==> config.mk <==
export PLATFORM = sky130hd
export DESIGN_NAME = nbit_universal_shift_register
export DESIGN_NICKNAME = d
export VERILOG_FILES = /design/src/rtl/nbit_universal_shift_register.sv
export SDC_FILE = /design/constraint.sdc
export NUM_CORES = 1
export LEC_CHECK = 0
export ABC_AREA = 1
export CAP_MARGIN = 20
export CORE_AREA = 2 2 60 48
export CTS_BUF_LIST = sky130_fd_sc_hd__clkbuf_2 sky130_fd_sc_hd__clkbuf_4 sky130_fd_sc_hd__clkbuf_8
export CTS_CLUSTER_DIAMETER = 40
export DETAILED_ROUTE_END_ITERATION = 12
export DIE_AREA = 0 0 62 50
export GPL_ROUTABILITY_DRIVEN = 0
export PLACE_DENSITY = 0.86
export SETUP_SLACK_MARGIN = 0.5
export SYNTH_ARGS = -nofsm -noshare
export SYNTH_HDL_FRONTEND = slang
export SYNTH_SLANG_ARGS = --single-unit
export TNS_END_PERCENT = 10
==> constraint.sdc <==
create_clock -name clk -period 1.8 [get_ports clk]
set_input_delay 0.36 -clock clk [delete_from_list [all_inputs] [get_ports clk]]
set_output_delay 0.36 -clock clk [all_outputs]
set_load 0.005 [all_outputs]
==> src/rtl/nbit_universal_shift_register.sv <==
// WIDTH-bit universal shift register with STEP-bit moves, eight modes and a counted burst engine.
// Optional even-parity output register: define NBIT_USR_PARITY_EN.
module nbit_universal_shift_register #(
    parameter int WIDTH = 8,
    parameter int STEP  = 1,
    parameter int CNT_W = 4
) (
    input  logic             clk,
    input  logic             resetn,
    input  logic             enable,
    input  logic [2:0]       mode,
    input  logic [STEP-1:0]  sin_lsb,
    input  logic [STEP-1:0]  sin_msb,
    input  logic [WIDTH-1:0] pdata,
    input  logic             start,
    input  logic [CNT_W-1:0] burst_cnt,
    output logic [WIDTH-1:0] outdata,
    output logic [STEP-1:0]  sout_msb,
    output logic [STEP-1:0]  sout_lsb,
    output logic             busy,
`ifdef NBIT_USR_PARITY_EN
    output logic             parity,
`endif
    output logic             done
);

    typedef enum logic [2:0] {
        OP_HOLD  = 3'd0,
        OP_SHL   = 3'd1,
        OP_SHR   = 3'd2,
        OP_ROL   = 3'd3,
        OP_ROR   = 3'd4,
        OP_ASR   = 3'd5,
        OP_LOAD  = 3'd6,
        OP_CLEAR = 3'd7
    } op_e;

    typedef enum logic [1:0] {
        IDLE = 2'd0,
        RUN  = 2'd1,
        DONE = 2'd2
    } state_e;

    state_e           state;
    logic [2:0]       mode_q;
    logic [CNT_W-1:0] rem;
    logic [2:0]       op_sel;
    logic             do_op;
    logic [WIDTH-1:0] next_data;

    function automatic logic [WIDTH-1:0] apply_op(
        input logic [2:0]       op,
        input logic [WIDTH-1:0] cur,
        input logic [STEP-1:0]  sl,
        input logic [STEP-1:0]  sm,
        input logic [WIDTH-1:0] pd
    );
        case (op)
            OP_SHL:   return {cur[WIDTH-STEP-1:0], sl};
            OP_SHR:   return {sm, cur[WIDTH-1:STEP]};
            OP_ROL:   return {cur[WIDTH-STEP-1:0], cur[WIDTH-1 -: STEP]};
            OP_ROR:   return {cur[STEP-1:0], cur[WIDTH-1:STEP]};
            OP_ASR:   return $unsigned($signed(cur) >>> STEP);
            OP_LOAD:  return pd;
            OP_CLEAR: return '0;
            default:  return cur;
        endcase
    endfunction

    // A burst replays the latched mode; a single idle-cycle op uses the live mode.
    // NOTE: every signal assigned in always_comb gets a default first so no latch is inferred.
    always_comb begin
        op_sel    = mode;
        do_op     = 1'b0;
        next_data = outdata;
        if (state == RUN) begin
            op_sel = mode_q;
            do_op  = 1'b1;
        end else if (state == IDLE && !start && enable) begin
            do_op  = 1'b1;
        end
        if (do_op)
            next_data = apply_op(op_sel, outdata, sin_lsb, sin_msb, pdata);
    end

    // NOTE: resetn is synchronous, so it appears only inside the clocked branch, never in the sensitivity list.
    always_ff @(posedge clk) begin
        if (!resetn) begin
            state   <= IDLE;
            mode_q  <= '0;
            rem     <= '0;
            busy    <= 1'b0;
            done    <= 1'b0;
            outdata <= '0;
        end else begin
            outdata <= next_data;
            case (state)
                IDLE: begin
                    if (start) begin
                        mode_q <= mode;
                        rem    <= burst_cnt;
                        busy   <= 1'b1;
                        if (burst_cnt != '0) begin
                            state <= RUN;
                        end else begin
                            state <= DONE;
                            done  <= 1'b1;
                        end
                    end
                end
                RUN: begin
                    if (rem != '0)
                        rem <= rem - CNT_W'(1);
                    if (rem <= CNT_W'(1)) begin
                        state <= DONE;
                        done  <= 1'b1;
                    end
                end
                DONE: begin
                    state <= IDLE;
                    busy  <= 1'b0;
                    done  <= 1'b0;
                end
                default: begin
                    state <= IDLE;
                    busy  <= 1'b0;
                    done  <= 1'b0;
                end
            endcase
        end
    end

`ifdef NBIT_USR_PARITY_EN
    // Parity tracks the value written on the same edge, so it never lags outdata.
    always_ff @(posedge clk) begin
        if (!resetn)
            parity <= 1'b0;
        else
            parity <= ^next_data;
    end
`endif

    assign sout_msb = outdata[WIDTH-1 -: STEP];
    assign sout_lsb = outdata[STEP-1:0];

endmodule
==> results of run 1 <==
cell usage in the layout (no fill, tap or decap), drive strengths merged, types with 4 or more instances in the layout:
cell type	synthesis	layout
nand2	34	34
clkdlybuf4s50	0	27
nor2	20	20
inv	20	20
nand3	19	19
dfxtp	19	19
buf	3	15
o21ai	15	15
a21oi	11	11
a31oi	6	6
a211oi	5	5
clkbuf	1	4
through the flow:
stage               hold slack, ns  area (um^2)  setup WS [ns]  total power [mW]  util, %
CTS                          0.478         1610          0.267              1.77     64.1
finish                       0.436         1790          0.246              2.05     71.4
global route                 0.445         1790          0.220              2.17     71.4
detailed placement           0.461         1520         0.0481              1.48     60.7
floorplan                    0.456         1170          0.513              1.20        -
global placement             0.454         1520         0.0728              1.46     60.7
flip-flops by register name, indices dropped and copies added (netlist names):
| signal | flops |
|---|---|
| busy | 1 |
| done | 1 |
| mode_q | 3 |
| outdata | 8 |
| rem | 4 |
| state | 2 |
layout make-up:
class	instances	area, um^2
multi-input cells	120	762
fillers	178	716
repair buffers	47	459
flip-flops and latches	19	403
inverters	20	87.6
well taps	36	45.0
clock buffers	4	30.0
logic make-up (layout without fill, tap and decap cells):
kind of cell	count (synthesis)	count (layout)	share of synthesized area [%]
buffers and inverters	24	71	8.47
and+or+nand+nor	77	77	34.7
DFF	19	19	32.6
xor gates and xnor gates	1	1	0.750
adders and majority gates	3	3	3.22
AOI/OAI and AO/OA	39	39	20.3
power groups by stage:
| stage | combinational, mW | sequential, mW | clock [mW] |
|---|---|---|---|
| 5_1_grt | 1.27 | 0.651 | 0.257 |
| 3_5_place_dp | 0.848 | 0.631 | 0 |
| 6_report | 1.17 | 0.641 | 0.238 |
| 4_1_cts | 0.908 | 0.622 | 0.240 |
| 3_3_place_gp | 0.831 | 0.628 | 0 |
| 2_1_floorplan | 0.583 | 0.617 | 0 |
metal layers:
layer	routed length [um]	vias to the layer above
met3	391	16
li1	-	651
met2	1910	97
met4	146	0
met1	1550	654
met5	0	-
how the worst max path moves through the flow:
stage / startpoint / to / slack (ns)
2_1_floorplan: state[1] / outdata[1] / 0.51
3_3_place_gp: mode[1] / outdata[7] / 0.07
3_5_place_dp: mode[1] / outdata[3] / 0.05
4_1_cts: outdata[1] / outdata[1] / 0.27
5_1_grt: outdata[4] / outdata[4] / 0.22
6_report: outdata[4] / outdata[4] / 0.25
repair_timing:
item	CTS	global route
endpoints found under the setup margin	21	31
pin swaps	0	6
resized for setup	14	26
setup buffers	5	9
==> impl_metrics.py, run 1 <==
metrics = {
    "global_routing": {
        "grt.busiest_layer": "met2",
        "overflow": 0,
        "grtUsageMet2_pct": 33.2,
        "grt_start_max_net_pins": 18,
        "grt_pass1_wl_um": 5180,
        "antenna_found_initial": 0,
        "grt.total_usage_pct": 22.1,
        "grt_pass1_vias": 1137,
        "use_met3_pct": 6.04,
        "grtUsageMet1_pct": 30.6,
    },
    "placed_design": {
        "dp_cells": 228,
        "port_buffers": 32,
        "place_hpwl_um": 2140,
    },
    "pwr": {
        "swShare_pct": 43.4,
        "p_leak_nw": 0.795,
        "power_density_nw_per_um2": 1150,
        "p_seq_share_pct": 31.2,
        "power_frac_comb_pct": 57.1,
        "p_int_mw": 1.16,
        "power.clock.fraction_pct": 11.6,
        "switchingPower_mw": 0.889,
        "max-vdd-ir-drop_uv": 555,
    },
    "die": {
        "io_pins": 33,
        "core_um2": 2500,
        "die_area_um2": 3100,
        "core.rowCount": 16,
        "start_util_pct": 46.7,
        "die_w_um": 62,
        "die-height_um": 50,
    },
    "critical_path": {
        "cp_slowest_cell": "clkdlybuf4s50_1",
        "critPathTopFamily": "buffers and inverters",
        "critPathLaunchType": "register",
        "end_kind": "output port",
        "reg2reg_depth": 10,
        "r2r-start": "state[1]",
        "crit_cells": 1,
        "path_max_fanout": 2,
        "worstPathRequired_ns": 1.44,
        "rrSetupSlack_ns": 0.28,
        "cpPeakStageDelay_ns": 0.50,
        "cp.arrival_ns": 1.19,
        "worstPathCellList": "clkdlybuf4s50_1",
        "crit_buf_inv": 1,
        "r2r_end": "outdata[0]",
        "critPathKind": "reg2out",
    },
    "synth": {
        "yosysUniqueCellTypes": 27,
        "synth_edf_count": 0,
        "netlist_top_cells_count": "nand2_1 (23), dfxtp_1 (19), nand3_1 (18), nor2_1 (18), inv_1 (16)",
        "synth_top_cell_area_share_pct": 32.6,
        "synth.most_common_cell": "nand2_1",
        "ys.flop_type": "dfxtp_1",
        "ys_seq_elements": 19,
        "synth_area_leaders": "dfxtp_1 (33%), nand3_1 (7.7%), nand2_1 (7.4%)",
        "avgSynthCellArea_um2": 7.16,
        "synth_nets": 187,
        "synthCells": 163,
        "ys_async_sr_fraction_pct": 0,
        "syn_area_um2": 1170,
        "synth_area_leader_cell": "dfxtp_1",
        "synth_warnings": 0,
        "ys_seq_area_share_pct": 32.6,
    },
    "routing": {
        "drt_iter0_drc": 89,
        "vias": 1418,
        "routed_via_density": 5.76,
        "route.detailed.drc": 0,
        "ant_nets": 0,
        "wl_per_cell_um": 16.2,
        "routed_wirelength_um": 3990,
        "first_pass_iters": 4,
    },
    "min_path": {
        "worstHoldPathCells": 3,
        "whs_endpoint": "mode_q[1]",
        "hp-start": "mode[1]",
        "hold_class": "in2reg",
    },
    "final_layout": {
        "antenna_cells": 0,
        "drive_gt1_share_pct": 27.1,
        "fin_cells": 246,
        "area_growth_pct": 53.1,
        "fin_nets": 235,
    },
    "clock_network": {
        "clockBufferDepth": 2,
        "worstSkewPairLatency_ns": 0.31,
        "htreeDepth": 1,
        "clock_sinks": 19,
        "hold_buffers": 0,
        "cts_tree": "yes",
        "cts_inserted_buffers": 3,
        "path_clk_slew_ns": 0.12,
        "root_buffer": "clkbuf_4",
    },
    "sta": {
        "finalSetupViolCount": 0,
        "hold_violations": 0,
        "tns_ns": 0,
        "fin_crit_ns": 1.55,
        "rsz0062_at_grt": "yes",
        "tightest_slew_ns": 0.384,
        "clock.fmax_ghz": 0.644,
        "slew_headroom_pct": 74.3,
        "slew_viol_final": 0,
        "fin_crit_sh_pct": 86.3,
        "fin_worst_skew_ns": 0.0173,
    },
    "run_status": {
        "status": "finished, final reports clean",
    },
    "job": {
        "drv_cap": 0,
    },
}
(Power assumes the default switching activity.)
==> run 2, diff against run 1 <==
--- a/config.mk
+++ b/config.mk
@@ -14,7 +14,6 @@
 export DIE_AREA = 0 0 62 50
 export GPL_ROUTABILITY_DRIVEN = 0
 export PLACE_DENSITY = 0.86
-export SETUP_SLACK_MARGIN = 0.5
 export SYNTH_ARGS = -nofsm -noshare
 export SYNTH_HDL_FRONTEND = slang
 export SYNTH_SLANG_ARGS = --single-unit
==> impl_metrics.py, run 2 (same netlist as run 1, synthesis figures left out) <==
metrics = {
    "global_routing": {
        "grt_pass1_wl_um": 4550,
        "grt_start_max_net_pins": 18,
        "overflow": 0,
        "grt.total_usage_pct": 19.5,
        "antenna_found_initial": 0,
        "grt_pass1_vias": 1026,
    },
    "critical_path": {
        "r2r-start": "state[0]",
        "crit_buf_inv": 1,
        "end_kind": "output port",
        "cpPeakStageDelay_ns": 0.55,
        "critPathLaunchType": "register",
        "critPathKind": "reg2out",
        "critPathTopFamily": "buffers and inverters",
        "cp_slowest_cell": "clkdlybuf4s50_1",
        "worstPathCellList": "clkdlybuf4s50_1",
        "worstPathRequired_ns": 1.44,
        "reg2reg_depth": 9,
        "rrSetupSlack_ns": 0.15,
        "r2r_end": "outdata[3]",
        "cp.arrival_ns": 1.29,
        "path_max_fanout": 5,
    },
    "final_layout": {
        "fin_nets": 221,
        "antenna_cells": 0,
        "top_register": "outdata",
        "drive_gt1_share_pct": 12.8,
        "largestRegisters": "outdata: 8 flops, rem: 4 flops, mode_q: 3 flops",
        "layout_commonest_cell": "clkdlybuf4s50_1",
        "utilization_pct": 61.7,
        "area_growth_pct": 32.3,
        "largest_register_ffs": 8,
        "final_cell_mix": "clkdlybuf4s50_1 (32), nand2_1 (23), dfxtp_1 (19), nand3_1 (18), nor2_1 (18)",
    },
    "die": {
        "io_pins": 33,
        "core_um2": 2500,
        "core.rowCount": 16,
        "die-height_um": 50,
        "die_area_um2": 3100,
        "die_w_um": 62,
        "start_util_pct": 46.7,
    },
    "clock_network": {
        "root_buffer": "clkbuf_4",
        "worstSkewPairLatency_ns": 0.30,
        "cts_tree": "yes",
        "htreeDepth": 1,
        "cts-resized-gates": 0,
        "clock_sinks": 19,
        "clockBufferDepth": 2,
        "cts_inserted_buffers": 3,
        "path_clk_slew_ns": 0.11,
        "post_cts_buffers": 0,
        "hold_buffers": 0,
    },
    "min_path": {
        "hold_class": "reg2reg",
        "hp-start": "done",
        "worstHoldPathCells": 2,
        "whs_endpoint": "done",
    },
    "sta": {
        "timing.final.ws_setup_ns": 0.147,
        "tightest_slew_ns": 0.368,
        "finalSetupViolCount": 0,
        "slew_headroom_pct": 75.4,
        "rsz0062_at_grt": "no",
        "hold_violations": 0,
        "tns_ns": 0,
        "clock.fmax_ghz": 0.605,
        "slew_viol_final": 0,
        "fin_crit_sh_pct": 91.9,
        "fin_crit_ns": 1.65,
        "fin_worst_skew_ns": 0.00275,
    },
    "routing": {
        "routed_wirelength_um": 2860,
        "route.detailed.drc": 0,
        "wl_per_cell_um": 12.3,
        "drt_iter0_drc": 60,
        "routed_via_density": 5.16,
        "ant_nets": 0,
        "vias": 1196,
        "first_pass_iters": 4,
    },
    "pwr": {
        "swShare_pct": 42.8,
        "p_seq_share_pct": 36.5,
        "max-vdd-ir-drop_uv": 547,
        "p_leak_nw": 0.658,
        "power.clock.fraction_pct": 12.8,
        "switchingPower_mw": 0.734,
        "power_frac_comb_pct": 50.7,
        "p_int_mw": 0.982,
        "power_density_nw_per_um2": 1110,
    },
    "job": {
        "drv_cap": 0,
    },
    "placed_design": {
        "dpl_worst_slack_ns": 0.0125,
        "place_hpwl_um": 2240,
        "port_buffers": 32,
    },
    "run_status": {
        "status": "finished, final reports clean",
    },
}
run 2: cell types whose count changed in the layout (fill, tap and decap cells not counted), sizes merged:
| cell | previous run | this run |
|---|---|---|
| dlymetal6s2s | 2 | 0 |
| clkinv | 0 | 1 |
| clkdlybuf4s50 | 27 | 32 |
| clkbuf | 4 | 3 |
| buf | 15 | 1 |
| dlygate4sd2 | 3 | 0 |
run 2: routing by layer:
layer | vias up | share of wire (%) | track usage [%]
li1 | 618 | - | -
met1 | 531 | 47 | 27.2
met2 | 41 | 45 | 28.6
met3 | 6 | 6.6 | 5.51
met4 | 0 | 1.4 | 6.03
met5 | - | 0 | 0
run 2: final cells by class:
type / count / area, um^2
Timing Repair Buffer: 33 / 328
Sequential cell: 19 / 380
Multi-Input combinational cell: 120 / 688
Fill cell: 226 / 958
Inverter: 20 / 75.1
Tap cell: 36 / 45.0
Clock inverter: 1 / 5.00
Clock buffer: 3 / 22.5
run 2: power groups by stage:
stage	Clock, mW	Combinational [mW]	Sequential (mW)
after floorplan	0	0.582	0.616
after global placement	0	0.831	0.627
after detailed placement	0	0.862	0.630
after CTS	0.224	0.865	0.623
after global routing	0.240	0.968	0.639
final	0.220	0.870	0.626
run 2: worst max-delay path by stage:
stage	start	to	depth (start not counted)
after CTS	outdata[0]	sout_lsb	1
after global routing	state[0]	outdata[3]	9
after detailed placement	mode[1]	outdata[3]	9
final	outdata[0]	sout_lsb	1
after global placement	mode[1]	outdata[7]	10
after floorplan	state[0]	outdata[1]	9
run 2: tightest hold or removal path, delay by kind of cell (launching register included):
family          cells  cell delay (ns)
simple gates        1             0.06
compound gates      1             0.05
flops               1             0.33
run 2: per-stage QoR:
step / instance area [um^2] / std cells / hold WS, ns / total power [mW]
finish: 1540 / 232 / 0.470 / 1.72
global route: 1540 / 232 / 0.498 / 1.85
CTS: 1540 / 232 / 0.476 / 1.71
detailed placement: 1520 / 228 / 0.456 / 1.49
global placement: 1520 / 228 / 0.454 / 1.46
floorplan: 1170 / 163 / 0.456 / 1.20
